## config.mk

```make
export PLATFORM = sky130hd
export DESIGN_NAME = ndc_raster_map_flat
export DESIGN_NICKNAME = d
export VERILOG_FILES = /design/src/rtl/ndc_raster_map_if.sv /design/src/rtl/ndc_raster_map.sv /design/src/flat_wrapper.sv
export SDC_FILE = /design/constraint.sdc
export NUM_CORES = 1
export LEC_CHECK = 0
export CAP_MARGIN = 20
export CORE_ASPECT_RATIO = 0.75
export CORE_MARGIN = 2
export CORE_UTILIZATION = 30
export DETAILED_ROUTE_END_ITERATION = 12
export MAX_ROUTING_LAYER = met4
export PLACE_DENSITY = 0.46
export SLEW_MARGIN = 10
export SYNTH_ARGS = -nofsm -noshare
export SYNTH_HDL_FRONTEND = slang
export SYNTH_SLANG_ARGS = --single-unit
```

## constraint.sdc

```tcl
create_clock -name clk -period 13.49 [get_ports clk]
set_input_delay 2.0235 -clock clk [delete_from_list [all_inputs] [get_ports clk]]
set_output_delay 2.0235 -clock clk [all_outputs]
set_load 0.1 [all_outputs]
```

## src/rtl/ndc_raster_map_if.sv

```systemverilog
// ndc_raster_map_if: point-in / raster-index-out stream bundle for ndc_raster_map
interface ndc_raster_map_if #(
  parameter int COORD_W = 11
);
  logic [1:0][15:0] ndc_pt;
  logic [COORD_W-1:0] img_width, img_height, raster_x, raster_y;
  logic in_valid, in_ready, out_of_range, out_valid, out_ready;
  modport master (
    output ndc_pt, img_width, img_height, in_valid, out_ready,
    input in_ready, raster_x, raster_y, out_of_range, out_valid
  );
  modport slave (
    input ndc_pt, img_width, img_height, in_valid, out_ready,
    output in_ready, raster_x, raster_y, out_of_range, out_valid
  );
endinterface

```

## src/rtl/ndc_raster_map.sv

```systemverilog
// ndc_raster_map: normalised f16 point -> integer raster indices, 3-stage valid/ready pipeline
module ndc_raster_map #(
  parameter int COORD_W = 11
) (
  input logic clk,
  input logic rst,
  ndc_raster_map_if.slave bus
);
  localparam int PW = 11 + COORD_W;
  typedef enum logic [1:0] {K_ZERO, K_BAD, K_GE1, K_NORM} kind_t;
  logic s1_valid, s2_valid, en1, en2, en3;
  kind_t s1_kind [2];
  kind_t s2_kind [2];
  logic [4:0] s1_e [2];
  logic [4:0] s2_e [2];
  logic [10:0] s1_sig [2];
  logic [COORD_W-1:0] s1_d [2];
  logic [COORD_W-1:0] s2_d [2];
  logic [COORD_W-1:0] i3 [2];
  logic [PW-1:0] s2_p [2];
  logic [1:0] f3;
  assign en3 = !bus.out_valid || bus.out_ready;
  assign en2 = !s2_valid || en3;
  assign en1 = !s1_valid || en2;
  assign bus.in_ready = en1;
  // Subnormals collapse to zero; any negative or NaN is invalid; e>=15 means value >= 1.0 (incl. +Inf)
  always_ff @(posedge clk) begin
    if (rst) s1_valid <= 1'b0;
    else if (en1) s1_valid <= bus.in_valid;
    if (en1) begin
      s1_d[0] <= bus.img_width;
      s1_d[1] <= bus.img_height;
      for (int c = 0; c < 2; c++) begin
        s1_e[c] <= bus.ndc_pt[c][14:10];
        s1_sig[c] <= {1'b1, bus.ndc_pt[c][9:0]};
        s1_kind[c] <= bus.ndc_pt[c][14:10] == 5'd0 ? K_ZERO :
                      (bus.ndc_pt[c][15] || (bus.ndc_pt[c][14:10] == 5'd31 && bus.ndc_pt[c][9:0] != 10'd0)) ? K_BAD :
                      bus.ndc_pt[c][14:10] >= 5'd15 ? K_GE1 : K_NORM;
      end
    end
  end
  always_ff @(posedge clk) begin
    if (rst) s2_valid <= 1'b0;
    else if (en2) s2_valid <= s1_valid;
    if (en2) begin
      for (int c = 0; c < 2; c++) begin
        s2_p[c] <= PW'(s1_sig[c]) * PW'(s1_d[c]);
        s2_e[c] <= s1_e[c];
        s2_kind[c] <= s1_kind[c];
        s2_d[c] <= s1_d[c];
      end
    end
  end
  // value = sig * 2^(e-25), so floor(value*D) is the exact product shifted right by 25-e
  always_comb begin
    f3 = 2'b00;
    for (int c = 0; c < 2; c++) begin
      i3[c] = s2_d[c] == '0 ? '0 :
              s2_kind[c] == K_NORM ? COORD_W'(s2_p[c] >> (5'd25 - s2_e[c])) :
              s2_kind[c] == K_GE1 ? s2_d[c] - COORD_W'(1) : '0;
      f3[c] = s2_d[c] == '0 || s2_kind[c] == K_BAD || s2_kind[c] == K_GE1;
    end
  end
  always_ff @(posedge clk) begin
    if (rst) begin
      bus.out_valid <= 1'b0;
      bus.raster_x <= '0;
      bus.raster_y <= '0;
      bus.out_of_range <= 1'b0;
    end else if (en3) begin
      bus.out_valid <= s2_valid;
      if (s2_valid) begin
        bus.raster_x <= i3[0];
        bus.raster_y <= s2_d[1] == '0 ? '0 : s2_d[1] - COORD_W'(1) - i3[1];
        bus.out_of_range <= |f3;
      end
    end
  end
endmodule

```

## src/flat_wrapper.sv

```systemverilog
// flat-port wrapper written by rule: the top's interface ports become plain ports
module ndc_raster_map_flat 
#(
  parameter int COORD_W = 11
)
  (clk, rst, bus_ndc_pt, bus_img_width, bus_img_height, bus_in_valid, bus_out_ready, bus_in_ready, bus_raster_x, bus_raster_y, bus_out_of_range, bus_out_valid);
  ndc_raster_map_if #(.COORD_W(COORD_W)) bus_i ();
  input logic clk;
  input logic rst;
  input wire logic [$bits(bus_i.ndc_pt)-1:0] bus_ndc_pt;
  input wire logic [$bits(bus_i.img_width)-1:0] bus_img_width;
  input wire logic [$bits(bus_i.img_height)-1:0] bus_img_height;
  input wire logic [$bits(bus_i.in_valid)-1:0] bus_in_valid;
  input wire logic [$bits(bus_i.out_ready)-1:0] bus_out_ready;
  output wire logic [$bits(bus_i.in_ready)-1:0] bus_in_ready;
  output wire logic [$bits(bus_i.raster_x)-1:0] bus_raster_x;
  output wire logic [$bits(bus_i.raster_y)-1:0] bus_raster_y;
  output wire logic [$bits(bus_i.out_of_range)-1:0] bus_out_of_range;
  output wire logic [$bits(bus_i.out_valid)-1:0] bus_out_valid;
  assign bus_i.ndc_pt = bus_ndc_pt;
  assign bus_i.img_width = bus_img_width;
  assign bus_i.img_height = bus_img_height;
  assign bus_i.in_valid = bus_in_valid;
  assign bus_i.out_ready = bus_out_ready;
  assign bus_in_ready = bus_i.in_ready;
  assign bus_raster_x = bus_i.raster_x;
  assign bus_raster_y = bus_i.raster_y;
  assign bus_out_of_range = bus_i.out_of_range;
  assign bus_out_valid = bus_i.out_valid;
  ndc_raster_map #(.COORD_W(COORD_W)) u_core (.clk(clk), .rst(rst), .bus(bus_i));
endmodule
```

==> results.tsv <==
stage	metric	value	unit
status	outcome	complete, no violations	
clocking	clock root cell	clkbuf_16	
synthesis	Post-Synth XOR/XNOR Area	3.37	%
clocking	CTS max path bufs	2	
clocking	# Post-CTS Setup Buffers	0	
clocking	CTS tree	done	
place	I/O Buffers	82	
synthesis	Synth Instances	1519	
timing	post-route clock period utilization	47.4	%
timing	fmax	0.157	GHz
timing	fin crit period	6390	ps
synthesis	synth unique cells	68	
worst_setup_path	Worst Reg2Reg Path Length in Cells	16	
clocking	CTS H-tree lvls	4	
synthesis	Compound-Gate Fraction of Synth Area	8.86	%
grt	largest net degree at the start of global routing	81	
grt	initial antenna violation count	2	
timing	Relative slew margins	27.4	%
pwr	total power	0.00315	W
synthesis	Top FF cell, synth	edfxtp_1	
worst_setup_path	WP data required	11470	ps
place	final HPWL from detailed placement	30500	um
timing	total negative setup slack	0	ps
layout	layout cells sized above 1	5.65	%
flow_run	Max-Cap Viols	0	
layout	commonest non-fill, non-tap cells in the layout	inv_1 (235), fa_1 (161), nand2_1 (138), edfxtp_1 (136), ha_1 (134)	
min_path	hold_sp	u_core.s1_e[0][6]	
timing	final hold vios	0	
floorplan	Std-Cell Rows	72	
timing	worst setup margin	7100	ps
pwr	PwrDens	176	mW/mm2
floorplan	Chip Height	203	um
route	Iter 0 DRT Violations	575	
synthesis	number of synthesized register bits	162	
clocking	CTS resizes	0	
place	worst slack, placed	7060	ps
min_path	hold path depth	0	
clocking	# clock sinks	162	
route	Residual DRC	0	
clocking	Num CTS Buffers	17	
worst_setup_path	Setup CP Type	input pin to output port	
route	routed wire length per instance	17.0	um
synthesis	adder-cell area share of the yosys netlist	31.0	%
pwr	Max IR drop VDD	0.000106	V
synthesis	asr flop ratio synth	0	%
synthesis	yosys warns	0	
synthesis	Post-Syn Area	0.0158	mm2
timing	Worst Tran Pin Value	1090	ps
synthesis	syn avg cell area	10.4	um2
min_path	Hold Crit Endpoint	u_core.s2_e[0][6]	
floorplan	num ports	83	
timing	RSZ-0062 raised after global routing	no	
grt	vias in the first global route	11200	
grt	first-pass GRT wire length	63700	um
worst_setup_path	crit end category	output port	
clocking	clock slew at the register clock pins of the worst setup and hold paths	60	ps
pwr	Pleak	7.96	nW
worst_setup_path	crit path DAT	4370	ps
synthesis	EDFF count, synth	136	
clocking	Clk Latency, worst-skew pair	450	ps
synthesis	syn_nets	1872	
synthesis	mux cell area share after synthesis	6.62	%
synthesis	register area share after synthesis	29.2	%
timing	Hold WS	424	ps
layout	Nets	1916	
synthesis	combinational family with the most area after synthesis	adder cells	
floorplan	core area	0.0518	mm2
layout	most common cell after layout, fill and taps aside	inv_1	
floorplan	Die W	269	um
grt	GR Util All Layers	15.6	%
route	DRT Pass-1 Iters	5	
route	Post-DRT Antenna Nets	0	
route	vias per cell	4.73	
synthesis	Simple-Gate Fraction of Synth Area	13.6	%
clocking	hold buffers post-CTS	0	
worst_setup_path	worst r2r src	u_core.s1_d[0][17]	
worst_setup_path	Reg-to-Reg End	u_core.s2_p[0][40]	
timing	Setup Viol. Count Final	0	
grt	GRT Residual Overflow	0	
route	final wirelength	38800	um
worst_setup_path	crit start category	input pin	
worst_setup_path	maximum fanout along the worst path	20	
worst_setup_path	Worst R2R Setup Slack	7910	ps
floorplan	starting density of the core	30.5	%
floorplan	die area	0.0545	mm2
place	routability congestion estimate	0.834	
timing	Max Slew Vio Count	0	
layout	Syn-to-layout area delta	13.2	%
timing	clock skew	14.7	ps
route	routed via count	10800	
min_path	Hold Path Class	flip-flop to flip-flop	
synthesized netlist by cell type, types with 3 or more instances:
master | n | area, um2
xnor2_1 | 41 | 359
a22oi_1 | 7 | 52.6
a211o_1 | 5 | 43.8
buf_2 | 10 | 50.1
o2111ai_1 | 3 | 26.3
and4_1 | 3 | 26.3
nand3_1 | 15 | 75.1
or3_1 | 5 | 31.3
o31ai_1 | 4 | 30.0
xor2_1 | 18 | 158
nor4_1 | 11 | 68.8
a22o_1 | 4 | 35.0
buf_6 | 3 | 33.8
ha_1 | 134 | 1680
or2_2 | 7 | 43.8
a22o_2 | 9 | 90.1
o21a_1 | 9 | 67.6
fa_1 | 161 | 3220
a31oi_1 | 15 | 93.8
nand2b_1 | 7 | 43.8
o22ai_1 | 7 | 43.8
mux2_2 | 6 | 67.6
a211oi_1 | 14 | 105
mux4_2 | 23 | 518
dfxtp_1 | 26 | 521
buf_1 | 4 | 15.0
a21o_1 | 22 | 165
clkbuf_1 | 46 | 173
nor2_1 | 60 | 225
nand2_1 | 139 | 522
o311ai_0 | 4 | 35.0
and3_1 | 5 | 31.3
or4_1 | 3 | 22.5
nor2b_1 | 19 | 119
o21ai_0 | 36 | 180
nor3_1 | 12 | 60.1
o21ai_1 | 4 | 20.0
and2_1 | 128 | 801
edfxtp_1 | 136 | 4080
inv_1 | 236 | 886
mux2i_1 | 46 | 460
a21oi_1 | 40 | 200
logic make-up after synthesis:
logic type	count (synthesis)
and+or+nand+nor	423
xor gates and xnor gates	60
DFF	162
adders and majority gates	295
buffers and inverters	300
AOI/OAI and AO/OA	204
muxes	75
state kept, by name (all words and copies together) (netlist names), 10 cells and up:
name                 flops
u_core.s1_d             22
u_core.s2_d             22
u_core.s1_e             10
u_core.s1_sig           20
u_core.s2_p             44
u_core.bus.raster_x     11
u_core.s2_e             10
u_core.bus.raster_y     11
routing by layer:
metal	track usage [%]	vias to the layer above	part of all wire (%)
li1	-	5189	-
met1	23.8	5346	54
met2	21.5	225	41
met3	2.61	31	4.6
met4	3.12	0	1.0
met5	-	-	0
worst max-delay path, stage by stage:
cell             delay [ps]
clkdlybuf4s50_1         460
nor2b_1                  60
and2_1                  230
nand2_4                 360
clkdlybuf4s50_1        1220
worst max-delay path by stage:
stage	start	endpoint	slack [ps]	depth (start not counted)
2_1_floorplan	bus_out_ready	bus_in_ready	7390	3
3_3_place_gp	bus_out_ready	bus_in_ready	7040	5
3_5_place_dp	bus_out_ready	bus_in_ready	7060	5
4_1_cts	bus_out_ready	bus_in_ready	7050	5
5_1_grt	bus_out_ready	bus_in_ready	7000	5
6_report	bus_out_ready	bus_in_ready	7100	5
report_power, final:
part           switching, W  leakage, nW  total, W  internal (W)
clock              0.000214        0.271  0.000480      0.000266
sequential        0.0000882         1.65  0.000802      0.000714
combinational       0.00103         6.04   0.00187      0.000840
total               0.00133         7.96   0.00315       0.00182
cell type report:
| cell class | count | area, um2 |
|---|---|---|
| Clock buffer | 22 | 464 |
| Sequential cell | 162 | 4600 |
| Multi-Input combinational cell | 1057 | 10000 |
| Timing Repair Buffer | 89 | 897 |
| Inverter | 236 | 887 |
| Tap cell | 703 | 880 |
| Antenna cell | 1 | 2.50 |
| Fill cell | 5237 | 33900 |
| Clock inverter | 10 | 100 |
through the flow:
stage | instances | util, % | area [um2]
finish | 2280 | 34.5 | 17900
global route | 2280 | 34.5 | 17900
CTS | 2277 | 34.4 | 17800
detailed placement | 2245 | 33.3 | 17300
global placement | 2245 | 33.3 | 17300
floorplan | 1519 | - | 15800
(Power assumes the default switching activity.)
